File: src/rtl/apb_reg_bridge.sv
// APB3 slave front-end for the counter register set.
// Turns each APB transfer into a single-cycle wr_en/rd_en strobe with a stable
// addr/wdata, waits out the one-cycle registered read path, and answers
// unmapped addresses with pslverr. Every output comes straight from a flop.
module apb_reg_bridge #(
    parameter int                ADDR_W   = 10,
    parameter int                DATA_W   = 32,
    parameter logic [ADDR_W-1:0] ADDR_MAX = 10'h00C
) (
    input  logic              clk,
    input  logic              rst_n,
    input  logic              psel,
    input  logic              penable,
    input  logic              pwrite,
    input  logic [ADDR_W-1:0] paddr,
    input  logic [DATA_W-1:0] pwdata,
    output logic [DATA_W-1:0] prdata,
    output logic              pready,
    output logic              pslverr,
    output logic              wr_en,
    output logic              rd_en,
    output logic [ADDR_W-1:0] addr,
    output logic [DATA_W-1:0] wdata,
    input  logic [DATA_W-1:0] rdata
);

    typedef enum logic [2:0] {
        IDLE      = 3'd0,
        WRITE     = 3'd1,
        READ_WAIT = 3'd2,
        READ_CAP  = 3'd3,
        ERROR     = 3'd4
    } state_e;

    state_e state_q, state_d;

    logic [DATA_W-1:0] prdata_q, prdata_d;
    logic              pready_q, pready_d;
    logic              pslverr_q, pslverr_d;
    logic              wr_en_q, wr_en_d;
    logic              rd_en_q, rd_en_d;
    logic [ADDR_W-1:0] addr_q, addr_d;
    logic [DATA_W-1:0] wdata_q, wdata_d;

    // Setup phase of a new transfer; only acted on from IDLE.
    logic setup;
    logic unmapped;

    assign setup    = psel && !penable;
    assign unmapped = paddr > ADDR_MAX;

    // State and output registers; reset clears everything, even mid-transfer.
    // NOTE: sequential state uses non-blocking assignments so every flop samples
    // the pre-edge value of every other flop, independent of statement order.
    always_ff @(posedge clk or negedge rst_n) begin
        if (!rst_n) begin
            state_q   <= IDLE;
            prdata_q  <= '0;
            pready_q  <= 1'b0;
            pslverr_q <= 1'b0;
            wr_en_q   <= 1'b0;
            rd_en_q   <= 1'b0;
            addr_q    <= '0;
            wdata_q   <= '0;
        end else begin
            state_q   <= state_d;
            prdata_q  <= prdata_d;
            pready_q  <= pready_d;
            pslverr_q <= pslverr_d;
            wr_en_q   <= wr_en_d;
            rd_en_q   <= rd_en_d;
            addr_q    <= addr_d;
            wdata_q   <= wdata_d;
        end
    end

    // Next-state logic: one pass through WRITE/ERROR, two cycles for reads,
    // and a dropped psel sends any in-flight transfer straight back to IDLE.
    // NOTE: every combinational output gets a default before the case so no
    // path leaves it unassigned, which would otherwise infer a latch.
    always_comb begin
        state_d = state_q;
        unique case (state_q)
            IDLE: begin
                if (setup) begin
                    if (unmapped)    state_d = ERROR;
                    else if (pwrite) state_d = WRITE;
                    else             state_d = READ_WAIT;
                end
            end
            WRITE:     state_d = IDLE;
            READ_WAIT: state_d = psel ? READ_CAP : IDLE;
            READ_CAP:  state_d = IDLE;
            ERROR:     state_d = IDLE;
            default:   state_d = IDLE;
        endcase
    end

    // Next values of the registered outputs; strobes and pready are one-cycle
    // pulses, addr/wdata/prdata hold until deliberately reloaded.
    always_comb begin
        prdata_d  = prdata_q;
        pready_d  = 1'b0;
        pslverr_d = 1'b0;
        wr_en_d   = 1'b0;
        rd_en_d   = 1'b0;
        addr_d    = addr_q;
        wdata_d   = wdata_q;
        unique case (state_q)
            IDLE: begin
                if (setup) begin
                    addr_d  = paddr;
                    wdata_d = pwdata;
                    if (unmapped) begin
                        pready_d  = 1'b1;
                        pslverr_d = 1'b1;
                        prdata_d  = '0;
                    end else if (pwrite) begin
                        wr_en_d  = 1'b1;
                        pready_d = 1'b1;
                    end else begin
                        rd_en_d = 1'b1;
                    end
                end
            end
            READ_CAP: begin
                // rdata is valid now; an aborted read leaves prdata untouched.
                if (psel) begin
                    prdata_d = rdata;
                    pready_d = 1'b1;
                end
            end
            default: ;
        endcase
    end

    assign prdata  = prdata_q;
    assign pready  = pready_q;
    assign pslverr = pslverr_q;
    assign wr_en   = wr_en_q;
    assign rd_en   = rd_en_q;
    assign addr    = addr_q;
    assign wdata   = wdata_q;

endmodule
File: config.mk
export PLATFORM = sky130hd
export DESIGN_NAME = apb_reg_bridge
export DESIGN_NICKNAME = d
export VERILOG_FILES = /design/src/rtl/apb_reg_bridge.sv
export SDC_FILE = /design/constraint.sdc
export NUM_CORES = 1
export LEC_CHECK = 0
export ABC_AREA = 0
export BUFFER_PORTS_ARGS = -buffer_cell sky130_fd_sc_hd__buf_2
export CORE_UTILIZATION = 41
export DETAILED_ROUTE_END_ITERATION = 16
export PLACE_DENSITY = 0.75
export SYNTH_ARGS = -nofsm -noshare
export SYNTH_HDL_FRONTEND = slang
export SYNTH_SLANG_ARGS = --single-unit
File: constraint.sdc
create_clock -name clk -period 1.68 [get_ports clk]
set_input_delay 0.084 -clock clk [delete_from_list [all_inputs] [get_ports clk]]
set_output_delay 0.084 -clock clk [all_outputs]
set_load 0.05 [all_outputs]
Word-level counts from Yosys, hierarchy flattened
Index checks and enable logic that the tools add are counted.
{"block": "word_totals", "register_bits": 81, "in_bits": 79}
{"block": "op_classes", "n_reduce_logical": 6, "n_lt_le_gt_ge": 1, "n_eq_ne": 5, "n_mux": 24}
{"op": "$mux 32", "n": 3}
{"op": "$pmux 32 s2", "n": 1}
{"op": "$mux 1", "n": 14}
{"op": "$gt 10x4->1 const B", "n": 1}
{"op": "$eq 3x2->1 const B", "n": 2}
{"op": "$mux 3", "n": 2}
{"op": "$ne 2x2->1 const B", "n": 3}
{"op": "$pmux 3 s2", "n": 1}
{"op": "$mux 2", "n": 2}
{"op": "$reduce_and 4->1", "n": 1}
{"op": "$logic_not 3->1", "n": 1}
{"op": "$pmux 1 s2", "n": 1}
{"op": "$reduce_and 2->1", "n": 1}
{"op": "$reduce_bool 2->1", "n": 1}
{"op": "$logic_and 1x1->1", "n": 1}
{"op": "$logic_not 1->1", "n": 1}

Logic depth before layout (Yosys ltp)
{"block": "depth", "depth_word": 4, "ltp_mapped": 6, "ltp_nobuf": 3}

Worst setup path after synthesis
OpenSTA, ideal clock, no wires.
{"block": "synth_path", "path_kind": "reg-to-reg", "from": "register state_q[2]", "to": "register wdata_q[22] (netlist: wdata[22])", "path_stages_with_launch": 6, "n_path_buf": 2, "t_arrival_ns": 1.488, "t_required_ns": 1.553, "slack_ns": 0.064, "cell_sequence": "dfrtp_1 nand2b_1 nor4_1 buf_2 buf_4 mux2_1"}
{"block": "synth_via", "elab_chain_cells": 2}
{"item": "start: declaration", "line_no": "35", "text": "state_e state_q, state_d;"}
{"item": "start signal: assignment", "line_no": "66", "text": "state_q <= state_d;"}
{"item": "$logic_not 3->1", "line_no": "109", "text": "unique case (state_q)"}
{"item": "$reduce_and 2->1 (no source line)"}
{"item": "end signal: assignment", "line_no": "73", "text": "wdata_q <= wdata_d;"}
{"item": "end: declaration", "line_no": "43", "text": "logic [DATA_W-1:0] wdata_q, wdata_d;"}
No other way between the ends.
A chain may end at the register's enable or synchronous reset.

Worst setup path after layout
{"block": "layout_path", "from": "register state_q[2]", "to": "register addr_q[0] (netlist: addr[0])"}
{"block": "layout_via", "elab_chain_cells": 2}
{"item": "$logic_not 3->1", "line_no": "109"}
{"item": "$reduce_and 2->1 (no source line)"}
{"item": "end signal: assignment", "line_no": "72", "text": "addr_q <= addr_d;"}
{"item": "end: declaration", "line_no": "42", "text": "logic [ADDR_W-1:0] addr_q, addr_d;"}
No other way between the ends.

==> reports/metrics.yaml <==
status: "completed"
fillers: 558
hold_violations: 0
hpwlAfterDp_um: 4700
port-buffer-count: 156
root_buffer: "clkbuf_8"
clk_pin_slew_ns: 0.08
finalCritPeriodShare: 0.974
hold_start: "rdata[16]"
slew_headroom: 0.725
use_met2: 0.344
busiest_layer: "met2"
critPathMaxFanout: 15
met3_usage: 0.0530
reg2reg_depth: 4
coreArea_um2: 7410
grt_pass1_vias: 2655
crit_path_start_kind: "flop"
postLayoutCoreUtil: 0.663
grt_max_degree: 61
worstReg2RegEnd: "addr[0]$_DFFE_PN0P_"
cp-end-kind: "flop"
grt_pass1_wl_um: 13200
via_per_inst: 4.73
die_w_um: 90.6
yosys.area.top_type_share: 0.630
hold_ws_ns: 0.0182
dp_cells: 466
fin_skew_ns: 0.00599
wirelength_um: 8000
clockBufferDepth: 2
ys_seq_elements: 81
diodes: 0
whs_path_depth: 3
seq_area_frac_synth: 0.630
vdd_drop_max_mv: 0.565
cp.required_ns: 1.90
cts_tree: "done"
syn_to_final_growth_pct: 52.5
hp-class: "input port to flop"
max_freq_mhz: 611
synth_common_cells: "81 x dfrtp_1, 37 x mux2_1, 32 x a21oi_1, 32 x mux2i_1, 8 x buf_2"
drive_above_1_share: 0.425
antenna_found_initial: 0
grt_overflow: 0
synth_edf_count: 0
p_leak_nw: 2.72
fin_crit_ns: 1.64
syn_area_um2: 3220
wl_per_cell_um: 15.0
row_count: 31
yosys_warnings: 0
multi_input_area_um2: 1100
firstDrtPassIters: 4
yosysTopAreaCell: "dfrtp_1"
power_mw: 5.39
die_y_um: 90.6
cts_buffers: 9
yosysMostFrequentCell: "dfrtp_1"
ant_nets: 0
power_density_nw_per_um2: 1100
synth_cells: 222
seq_area_um2: 2030
synth_nets: 301
crit_type: "flop to flop"
drc_errors: 0
report.final.setup_viol: 0
async_flop_share: 1.00
synth.area.top_cells: "dfrtp_1 63%, mux2_1 13%, mux2i_1 9.9%"
initial_core_util: 0.435
rsz0062_at_grt: "true"
post-cts-setup-buffers: 0
final_nets: 509
synth-main-ff-cell: "dfrtp_1"
worstPathArrival_ns: 1.86
cts_repair_resize_count: 0
synth_cell_types: 23
cts.sinks: 81
dieArea_um2: 8210
insertion_delay_ns: 0.34
drtIter0Drc: 94
tightestPinTransition_ns: 0.413
routed-via-count: 2526
finalMaxSlewViolations: 0
maxCapViolations: 0
r2r-start: "state_q[2]$_DFFE_PN0N_"
rrSetupSlack_ns: 0.04
syn_avg_cell_area_um2: 14.5
grt_util_met1: 0.251
pin_count: 157
ctsHtreeMaxLevel: 3
place_congestion: 0.759
instances_no_fill: 534
grtUsageTotal: 0.204
holdPathEnd: "prdata[16]$_DFFE_PN0P_"
logic make-up (layout without fill, tap and decap cells):
group           count (synthesis)  in the layout  share of synthesized area
compound gates                 36             36                     0.0626
buf+inv                        18            231                     0.0311
flops                          81             81                      0.630
mux                            74             74                      0.252
simple gates                   13             13                     0.0245
critical path: stages, from the launching register on:
cell	delay [ns]
dfrtp_1	0.38
nand2b_1	0.17
or4_1	0.46
buf_12	0.19
mux2_1	0.32
how the worst max path moves through the flow:
| stage | cells past startpoint | startpoint | endpoint | slack, ns |
|---|---|---|---|---|
| 3_5_place_dp | 4 | state_q[2]$_DFFE_PN0N_ | wdata[1]$_DFFE_PN0P_ | 0.06 |
| 4_1_cts | 4 | state_q[2]$_DFFE_PN0N_ | wdata[1]$_DFFE_PN0P_ | 0.04 |
| 2_1_floorplan | 5 | state_q[2]$_DFFE_PN0N_ | wdata[22]$_DFFE_PN0P_ | 0.06 |
| 5_1_grt | 4 | state_q[2]$_DFFE_PN0N_ | wdata[7]$_DFFE_PN0P_ | -0.03 |
| 6_report | 4 | state_q[2]$_DFFE_PN0N_ | addr[0]$_DFFE_PN0P_ | 0.04 |
| 3_3_place_gp | 4 | state_q[2]$_DFFE_PN0N_ | addr[1]$_DFFE_PN0P_ | 0.10 |
metal layers:
metal	vias to the layer above	wire, um
met3	10	433
met2	108	4070
met5	-	0
li1	1202	-
met1	1206	3390
met4	0	109
metrics by stage:
step	cell area [um2]	worst slack (ns)	setup TNS (ns)
2_1_floorplan	3220	0.0645	0
3_3_place_gp	4130	0.103	0
3_5_place_dp	4130	0.0561	0
4_1_cts	4890	0.0393	0
5_1_grt	4910	-0.0255	-0.0899
6_report	4910	0.0433	0
layout by cell type, fill, tap and decap left out, types with 4 or more instances in the layout:
cell | netlist | final
mux2_4 | 5 | 5
mux2_1 | 37 | 37
bufinv_16 | 0 | 4
dlygate4sd3_1 | 0 | 52
buf_12 | 0 | 4
dfrtp_1 | 81 | 81
buf_2 | 8 | 155
a21oi_1 | 32 | 32
clkbuf_8 | 0 | 9
mux2i_1 | 32 | 32
state kept, by name, summed over array words and instances (netlist names):
register  cells
state_q       3
rd_en         1
pslverr       1
prdata       32
wr_en         1
addr         10
wdata        32
pready        1
power breakdown:
part	switching, mW	internal, mW
clock	0.668	1.14
sequential	0.0881	2.13
combinational	0.941	0.417
total	1.70	3.69
area by class of cell:
type | instances | share of cell area
Sequential cell | 81 | 0.413
Timing Repair Buffer | 214 | 0.285
Multi-Input combinational cell | 123 | 0.224
Inverter | 1 | 0.000764
Tap cell | 99 | 0.0252
Clock buffer | 11 | 0.0268
Clock inverter | 5 | 0.0260
what timing repair did:
item                                   in CTS  in global routing
hold buffers                               50                  2
endpoints found under the hold margin     131                  2
setup endpoints to repair                   0                 15
Power figures use the tool's default switching activity.
